===== src/rtl/id_ex_stage.sv =====
// id_ex_stage: ID/EX pipeline register of the 5-stage RV32I core.
// Captures decoded operands and control from ID for the EX stage, detects
// load-use hazards (one-cycle bubble plus stall), applies branch flushes and
// bypasses same-cycle WB writes into the captured register operands.
// Optional feature macro: ID_EX_STALL_CNT_EN adds a saturating stall counter;
// without it stall_cnt is tied to zero.
module id_ex_stage #(
    parameter int CNT_W = 32
) (
    input  logic             clk,
    input  logic             rstn,
    input  logic             ID_valid,
    input  logic [31:0]      ID_pc,
    input  logic [31:0]      ID_imm,
    input  logic [4:0]       ID_rs1,
    input  logic [4:0]       ID_rs2,
    input  logic [4:0]       ID_rd,
    input  logic             ID_uses_rs1,
    input  logic             ID_uses_rs2,
    input  logic [31:0]      ID_RD1,
    input  logic [31:0]      ID_RD2,
    input  logic             ID_RegWrite,
    input  logic             ID_MemRead,
    input  logic             ID_MemWrite,
    input  logic             ID_ALUSrc,
    input  logic [4:0]       ID_ALUOp,
    input  logic [1:0]       ID_WDSel,
    input  logic             EX_flush,
    input  logic             WB_RegWrite,
    input  logic [4:0]       WB_rd,
    input  logic [31:0]      WB_WD,
    output logic             stall,
    output logic             EX_valid,
    output logic [31:0]      EX_pc,
    output logic [31:0]      EX_imm,
    output logic [31:0]      EX_RD1,
    output logic [31:0]      EX_RD2,
    output logic [4:0]       EX_rs1,
    output logic [4:0]       EX_rs2,
    output logic [4:0]       EX_rd,
    output logic             EX_RegWrite,
    output logic             EX_MemRead,
    output logic             EX_MemWrite,
    output logic             EX_ALUSrc,
    output logic [4:0]       EX_ALUOp,
    output logic [1:0]       EX_WDSel,
    output logic [CNT_W-1:0] stall_cnt
);

    logic        r_valid;
    logic [31:0] r_pc;
    logic [31:0] r_imm;
    logic [31:0] r_rd1;
    logic [31:0] r_rd2;
    logic [4:0]  r_rs1;
    logic [4:0]  r_rs2;
    logic [4:0]  r_rd;
    logic        r_regwrite;
    logic        r_memread;
    logic        r_memwrite;
    logic        r_alusrc;
    logic [4:0]  r_aluop;
    logic [1:0]  r_wdsel;

    logic        w_hz;
    logic        w_stall;
    logic        w_byp1;
    logic        w_byp2;
    logic [31:0] w_rd1;
    logic [31:0] w_rd2;

    // Load-use hazard detection and WB-to-ID operand bypass selection.
    always_comb begin
        w_hz    = r_valid & r_memread & (r_rd != 5'd0) & ID_valid &
                  ((ID_uses_rs1 & (ID_rs1 == r_rd)) | (ID_uses_rs2 & (ID_rs2 == r_rd)));
        w_stall = w_hz & ~EX_flush;
        w_byp1  = WB_RegWrite & (WB_rd != 5'd0) & (WB_rd == ID_rs1);
        w_byp2  = WB_RegWrite & (WB_rd != 5'd0) & (WB_rd == ID_rs2);
        if (w_byp1) begin
            w_rd1 = WB_WD;
        end else begin
            w_rd1 = ID_RD1;
        end
        if (w_byp2) begin
            w_rd2 = WB_WD;
        end else begin
            w_rd2 = ID_RD2;
        end
    end

    // Pipeline register: flush or hazard inserts a bubble, otherwise load ID.
    always_ff @(posedge clk or negedge rstn) begin
        if (!rstn) begin
            r_valid    <= 1'b0;
            r_pc       <= 32'd0;
            r_imm      <= 32'd0;
            r_rd1      <= 32'd0;
            r_rd2      <= 32'd0;
            r_rs1      <= 5'd0;
            r_rs2      <= 5'd0;
            r_rd       <= 5'd0;
            r_regwrite <= 1'b0;
            r_memread  <= 1'b0;
            r_memwrite <= 1'b0;
            r_alusrc   <= 1'b0;
            r_aluop    <= 5'd0;
            r_wdsel    <= 2'd0;
        end else if (EX_flush || w_hz) begin
            // Bubble: register indices go to x0 so forwarding sees no match;
            // pc/imm/operands keep their old values.
            r_valid    <= 1'b0;
            r_rs1      <= 5'd0;
            r_rs2      <= 5'd0;
            r_rd       <= 5'd0;
            r_regwrite <= 1'b0;
            r_memread  <= 1'b0;
            r_memwrite <= 1'b0;
            r_alusrc   <= 1'b0;
            r_aluop    <= 5'd0;
            r_wdsel    <= 2'd0;
        end else begin
            // An invalid ID slot is loaded but must not write or touch memory.
            r_valid    <= ID_valid;
            r_pc       <= ID_pc;
            r_imm      <= ID_imm;
            r_rd1      <= w_rd1;
            r_rd2      <= w_rd2;
            r_rs1      <= ID_rs1;
            r_rs2      <= ID_rs2;
            r_rd       <= ID_rd;
            r_regwrite <= ID_RegWrite & ID_valid;
            r_memread  <= ID_MemRead & ID_valid;
            r_memwrite <= ID_MemWrite & ID_valid;
            r_alusrc   <= ID_ALUSrc;
            r_aluop    <= ID_ALUOp;
            r_wdsel    <= ID_WDSel;
        end
    end

`ifdef ID_EX_STALL_CNT_EN
    logic [CNT_W-1:0] r_stall_cnt;

    // Saturating count of cycles in which the front end was frozen.
    always_ff @(posedge clk or negedge rstn) begin
        if (!rstn) begin
            r_stall_cnt <= {CNT_W{1'b0}};
        end else if (w_stall && (r_stall_cnt != {CNT_W{1'b1}})) begin
            r_stall_cnt <= r_stall_cnt + {{(CNT_W-1){1'b0}}, 1'b1};
        end else begin
            r_stall_cnt <= r_stall_cnt;
        end
    end

    assign stall_cnt = r_stall_cnt;
`else
    assign stall_cnt = {CNT_W{1'b0}};
`endif

    assign stall       = w_stall;
    assign EX_valid    = r_valid;
    assign EX_pc       = r_pc;
    assign EX_imm      = r_imm;
    assign EX_RD1      = r_rd1;
    assign EX_RD2      = r_rd2;
    assign EX_rs1      = r_rs1;
    assign EX_rs2      = r_rs2;
    assign EX_rd       = r_rd;
    assign EX_RegWrite = r_regwrite;
    assign EX_MemRead  = r_memread;
    assign EX_MemWrite = r_memwrite;
    assign EX_ALUSrc   = r_alusrc;
    assign EX_ALUOp    = r_aluop;
    assign EX_WDSel    = r_wdsel;

endmodule

===== config.mk =====
export PLATFORM = sky130hd
export DESIGN_NAME = id_ex_stage
export DESIGN_NICKNAME = d
export VERILOG_FILES = /design/src/rtl/id_ex_stage.sv
export SDC_FILE = /design/constraint.sdc
export NUM_CORES = 1
export LEC_CHECK = 0
export ABC_AREA = 1
export ABC_CLOCK_PERIOD_IN_PS = 1600
export CELL_PAD_IN_SITES_DETAIL_PLACEMENT = 0
export CELL_PAD_IN_SITES_GLOBAL_PLACEMENT = 2
export CORE_MARGIN = 10
export CORE_UTILIZATION = 33
export CTS_CLUSTER_DIAMETER = 150
export DETAILED_ROUTE_END_ITERATION = 16
export DONT_BUFFER_PORTS = 1
export PLACE_DENSITY_LB_ADDON = 0.1
export SLEW_MARGIN = 15
export SYNTH_ARGS = -nofsm -noshare
export SYNTH_HDL_FRONTEND = slang
export SYNTH_SLANG_ARGS = --single-unit
export TNS_END_PERCENT = 20

===== constraint.sdc =====
create_clock -name clk -period 1.6 [get_ports clk]
set_clock_uncertainty 0.05 [all_clocks]
set_input_delay 0.32 -clock clk [delete_from_list [all_inputs] [get_ports clk]]
set_output_delay 0.32 -clock clk [all_outputs]
set_load 0.01 [all_outputs]

==> out/results.tsv, run 1 <==
metric	value	unit
power density over the cells	969	nW/µm²
type of the worst min-delay path	in -> async	
top cells by area, synth	dfrtp_1, nand2_1, nand4_1	
number of failing setup endpoints in the final timing report	156	
delay of the slowest critical-path stage	420	ps
count of cell types in the netlist	20	
part of the cycle the worst path needs	122	%
source-to-sink clock delay at the later pin of the worst-skew pair	430	ps
sum of buffers and inverters on the critical path	2	
setup repair after global routing missed its margin	true	
series of cell instances along the critical path	inv_2 > nand2_1 > nand2_1 > nor2_1 > nand3_1 > nand2_2 > nand2_4 > buf_12 > nor2_4	
Die Ht	170	µm
number of levels in the clock H-tree	4	
reported leakage power	5.60	nW
placeable core region	22000	µm²
CTS tree	built	
quantity of hold-fixing buffers added after cts	90	
Reg clk slew, reported paths	70	ps
Diodes inserted	0	
Total Routed Length	31.2	mm
Final Instance Count excl. Fillers	1384	
reg-to-reg setup timing slack	-330	ps
Post-DP HPWL	20.7	mm
# placed instances	1213	
data required time at the worst endpoint	1230	ps
buffer levels on the longest clock path	2	
time the final worst path needs with I/O delays and setup	1950	ps
layout-stage area growth over the synthesis result	44.7	%
signal arrival time at the worst endpoint	1580	ps
total die area	28900	µm²
slowest stage cell on the critical path	dfrtp_1	
row count	54	
count of routing violations after the opening detailed-route iteration	450	
most frequent standard cell in the layout excluding fill and tap cells	nand2_1	
post-route worst hold slack	-469	ps
vias per cell	4.97	
kind of cell adding the most delay to the critical path	simple AND/OR/NAND/NOR gates	
maximum clock frequency	512	MHz
Sinks on Clock Net	155	
GPL Wtd Cong	0.784	
clock root cell	clkbuf_16	
number of CTS-inserted buffers	17	
number of cells traversed by the worst register-to-register path	14	
total routing resource utilization after global routing	20.5	%
vias in the first global route	7006	
Setup Crit Path Kind	reg -> out	
final worst-path setup slack	-351	ps
horizontal extent of the die	170	µm
worst r2r dst	EX_imm[18]$_DFFE_PN0N_	
status	finished with violations	
mean post-synth cell area	7.77	µm²
final hold vios	155	
cell count after synthesis	957	
top cell type by total area after synthesis	dfrtp_1	
failing checks	negative hold slack, negative setup slack	
post-synthesis register bit count	155	
I/O pin total	386	
reg-to-reg startpoint	EX_rd[4]$_DFF_PN0_	
initial antenna violation count	0	
share of layout cells above drive strength 1	24.3	%
remaining number of nets flagged by the antenna check after routing	0	
I/O Buffers	0	
# DRC	0	
Warnings, synthesis	0	
startpoint class of the critical path	flip-flop	
area share of the leading cell type in the synthesized netlist	52.1	%
maximum fanout along the worst path	5	
top library cells by usage in the layout, fill and taps aside	nand2_1, dfrtp_1, dlygate4sd3_1	
Power Total	10.4	mW
max-cap viol count	0	
sequential element share of the synthesized area	52.1	%
NumNets Final	1289	
starting density of the core	33.8	%
Critical Path End Type	output port	
total number of vias	6874	
pins over their slew limit	0	
number of iterations in the first detailed-routing pass	5	
most frequent CP cell	nand2_1	
global-route wire length before repair	44.7	mm
pin count of the biggest net entering global routing	156	
count of filler cells inserted in the layout	2121	
total gr overflow	0	
routed length per instance	22.5	µm
cell area after synthesis	7440	µm²
Peak supply drop	0.515	mV
kinds of logic after synthesis:
kind of cell | synth area share, %
buffers and inverters | 9.40
AOI/OAI and AO/OA | 0.286
xor gates and xnor gates | 1.18
and+or+nand+nor | 36.9
DFF | 52.1
other | 0.0504
cells in the mapped netlist:
cell / n
xor2_1: 6
conb_1: 1
buf_1: 2
inv_1: 27
nand3b_1: 1
nand3_1: 68
inv_2: 5
nand2_1: 485
o21ai_1: 1
nor2_1: 41
buf_2: 25
clkbuf_1: 18
dfrtp_1: 155
nor2_2: 2
xnor2_1: 4
buf_6: 3
nand4_1: 65
a21oi_4: 1
nand2_2: 1
buf_4: 46
worst register-to-register path: stages (launching register included):
cell and delay, ps:
dfrtp_1 420, inv_2 50, nand2_1 50, nand2_1 50, nor2_1 80, nand3_1 100
nand2_2 100, nand2_4 70, buf_12 130, buf_4 130, buf_12 130, buf_4 140
clkbuf_16 170, nand3_1 80, nand2_1 60
layout make-up:
cell class              instances  area [µm²]  area share, %
repair buffers                176        2300           21.4
flip-flops and latches        155        3880           36.0
multi-input cells             709        3500           32.6
well taps                     280         350           3.26
inverters                      32         120           1.12
clock inverters                14         176           1.64
clock buffers                  18         429           3.99
sequential cells by signal, summed over array words and instances, names as in the netlist:
| register | count |
|---|---|
| EX_pc | 32 |
| EX_WDSel | 2 |
| EX_imm | 32 |
| EX_valid | 1 |
| EX_RegWrite | 1 |
| EX_RD2 | 32 |
| EX_MemRead | 1 |
| EX_rs1 | 5 |
| EX_RD1 | 32 |
| EX_rs2 | 5 |
| EX_ALUSrc | 1 |
| EX_MemWrite | 1 |
| EX_ALUOp | 5 |
| EX_rd | 5 |
worst max path at each step:
stage | from | end | depth (start not counted)
6_report | EX_rd[4]$_DFF_PN0_ | stall | 9
5_1_grt | EX_rd[1]$_DFF_PN0_ | stall | 8
4_1_cts | EX_rd[0]$_DFF_PN0_ | stall | 9
3_5_place_dp | EX_rd[3]$_DFF_PN0_ | EX_pc[31]$_DFFE_PN0N_ | 9
3_3_place_gp | EX_rd[3]$_DFF_PN0_ | EX_RD2[6]$_DFFE_PN0N_ | 11
2_1_floorplan | EX_rd[3]$_DFF_PN0_ | stall | 9
metal layers:
layer | GRT usage (%) | vias up | wire length, µm
met5 | 0 | - | 0
met4 | 7.32 | 0 | 786
met3 | 9.25 | 40 | 3500
met2 | 33.3 | 326 | 15000
met1 | 23.3 | 3285 | 11900
li1 | - | 3223 | -
per-stage QoR:
| step | util [%] | worst slack (ps) | instance area, µm² | hold WS [ps] | setup TNS, ps |
|---|---|---|---|---|---|
| 6_report | 48.9 | -351 | 10800 | -469 | -31930 |
| 3_3_place_gp | 35.3 | -39.1 | 7790 | -19.4 | -2990 |
| 4_1_cts | 45.5 | -408 | 10000 | -488 | -44990 |
| 3_5_place_dp | 35.3 | -71.9 | 7790 | -19.6 | -5460 |
| 2_1_floorplan | - | 21.2 | 7560 | -25.6 | 0 |
| 5_1_grt | 48.9 | -468 | 10800 | -493 | -50350 |
power by group:
part,internal (mW),switching [mW]
Combinational,0.697,0.776
Clock,2.37,1.82
Sequential,4.25,0.513
what timing repair did:
action                                  4_1_cts  5_1_grt
buffers inserted                             13       16
endpoints found under the setup margin      155      156
pin swaps                                     7       62
hold endpoints to repair                    245      155
gates cloned                                 18        5
resized for setup                            29      159
Power figures use the tool's default switching activity.
==> run 2: changes to the inputs <==
--- a/config.mk
+++ b/config.mk
@@ -16,2 +16,3 @@
 export DONT_BUFFER_PORTS = 1
+export GPL_TIMING_DRIVEN = 0
 export PLACE_DENSITY_LB_ADDON = 0.1
--- a/constraint.sdc
+++ b/constraint.sdc
@@ -4,2 +4,2 @@
 set_output_delay 0.32 -clock clk [all_outputs]
-set_load 0.01 [all_outputs]
+set_load 0.05 [all_outputs]
==> run 2 against run 1 <==
Effect of this change: the run still ends with negative hold slack, negative setup slack left; non-clock buffer count up 34; clock-buffer cell count unchanged; sequential share of layout area up 2.5 points; via count down 4.2%; register-to-register slack worse by 180 ps; routed wire length down 5.7%; combinational power about the same; critical path depth unchanged; global-route usage down 0.40 points; core utilization down 3.1 points; power up 7.6%.
==> out/results.tsv, run 2 (synthesized netlist as in run 1, its figures left out) <==
metric	value	unit
sum of buffers and inverters on the critical path	2	
NumNets Final	1321	
total non-filler cell area in the finished layout	10100	µm²
source-to-sink clock delay at the later pin of the worst-skew pair	430	ps
time the final worst path needs with I/O delays and setup	2340	ps
Critical Path End Type	output port	
GPL Wtd Cong	0.792	
NetSw	4.25	mW
power density over the cells	1110	nW/µm²
horizontal extent of the die	170	µm
Total Routed Length	29.4	mm
total routing resource utilization after global routing	20.1	%
# DRC	0	
area of placed instances	7950	µm²
delay of the slowest critical-path stage	560	ps
maximum fanout along the worst path	4	
CTS tree	built	
initial antenna violation count	0	
detailed-route wire length on metal 1	11.3	mm
Peak supply drop	0.582	mV
Post-DP HPWL	21.8	mm
vias in the first global route	7027	
startpoint class of the critical path	flip-flop	
vias per cell	4.65	
count of routing violations after the opening detailed-route iteration	406	
total die area	28900	µm²
global-route wire length before repair	44.1	mm
reported leakage power	5.36	nW
kind of cell adding the most delay to the critical path	simple AND/OR/NAND/NOR gates	
Highest Signal Layer	met4	
pin slew with the least headroom to its limit	604	ps
switching power share of the total	37.9	%
Diodes inserted	0	
Final Instance Count excl. Fillers	1416	
remaining number of nets flagged by the antenna check after routing	0	
share of layout cells above drive strength 1	15.1	%
number of iterations in the first detailed-routing pass	7	
# placed instances	1268	
top library cells by usage in the layout, fill and taps aside	nand2_1, dfrtp_1, dlygate4sd3_1	
worst relative slew slack	59.6	%
Reg clk slew, reported paths	70	ps
failing checks	negative hold slack, negative setup slack	
critical path startpoint	EX_rd[3]$_DFF_PN0_	
number of levels in the clock H-tree	4	
wire length on met3	3.54	mm
I/O Buffers	0	
row count	54	
post-route worst hold slack	-470	ps
Final TNS setup	-58870	ps
number of CTS-inserted buffers	17	
buffer levels on the longest clock path	2	
fraction of power consumed by sequential logic	51.3	%
number of failing setup endpoints in the final timing report	156	
Sinks on Clock Net	155	
pin count of the biggest net entering global routing	156	
most frequent standard cell in the layout excluding fill and tap cells	nand2_1	
placeable core region	22000	µm²
type of the worst min-delay path	in -> async	
Die Ht	170	µm
pins over their slew limit	0	
reg-to-reg startpoint	EX_rd[0]$_DFF_PN0_	
layout-stage area growth over the synthesis result	35.6	%
status	finished with violations	
maximum clock frequency	427	MHz
part of the cycle the worst path needs	146	%
clock root cell	clkbuf_16	
wire length on met2	14.2	mm
total number of vias	6586	
final worst-path setup slack	-742	ps
part of the total power dissipated in combinational logic	12.8	%
total gr overflow	0	
max-cap viol count	0	
cell-internal power	6.96	mW
starting density of the core	33.8	%
Setup Crit Path Kind	reg -> out	
data required time at the worst endpoint	1230	ps
setup repair after global routing missed its margin	true	
signal arrival time at the worst endpoint	1970	ps
clock share of power	35.9	%
slowest stage cell on the critical path	dfrtp_2	
worst setup timing slack at the placement stage	-625	ps
final hold vios	155	
series of cell instances along the critical path	inv_2 > nand2_1 > nand2_1 > nor2_2 > nand3_1 > nand2_2 > nand2_2 > buf_8 > nor2_4	
I/O pin total	386	
quantity of hold-fixing buffers added after cts	91	
routed length per instance	20.8	µm
==> run 2: cell count changes in the layout (fill, tap and decap cells not counted), moves of 10 or more <==
cell / before / now
nand2_1: 391 / 476
nand2_2: 85 / 9
nand3_1: 38 / 67
nand3_2: 29 / 1
buf_2: 0 / 18
buf_4: 30 / 46
clkbuf_1: 1 / 13
buf_16: 15 / 5
buf_8: 4 / 14
==> run 2: final timing paths <==
kind	depth (start not counted)	slack [ps]	endpoint
worst min register to register	2	730	EX_RD1[27]$_DFFE_PN0N_
worst max-delay path	9	-740	stall
min in group clk	4	40	EX_RD1[16]$_DFFE_PN0N_
max in group asynchronous	0	1560	EX_RD2[18]$_DFFE_PN0N_
worst min-delay path	0	-470	EX_RD1[19]$_DFFE_PN0N_
worst max register to register	13	-510	EX_RD2[24]$_DFFE_PN0N_
==> run 2: repair_timing <==
item                                   CTS  global route
cloned                                   6             0
resized for setup                       64            33
pin swaps                               59            11
buffers inserted                        25             2
endpoints found under the hold margin  246           155
setup endpoints to repair              156           156
==> run 2: routing by layer <==
metal / vias to the layer above / GRT usage (%)
met5: - / 0
met4: 0 / 4.23
met3: 22 / 10.5
met2: 261 / 32.9
met1: 3019 / 22.9
li1: 3284 / -
==> run 2: layout make-up <==
class,count,area (µm²)
plain buffers,94,782
clock buffers,18,429
clock inverters,14,145
fillers,2244,11900
inverters,32,123
multi-input cells,707,3040
flip-flops and latches,155,3890
well taps,280,350
repair buffers,116,1330
==> run 2: through the flow <==
step	total power, mW	util, %
2_1_floorplan	6.57	-
3_3_place_gp	6.90	36.1
3_5_place_dp	6.91	36.1
4_1_cts	11.3	45.5
5_1_grt	11.7	45.8
6_report	11.2	45.8
==> run 2: power by group through the flow <==
stage	Clock (mW)	Sequential, mW	Combinational (mW)
floorplan	0	5.68	0.889
global placement	0	5.85	1.05
detailed placement	0	5.85	1.07
CTS	4.14	5.77	1.42
global route	4.33	5.80	1.62
finish	4.02	5.75	1.44
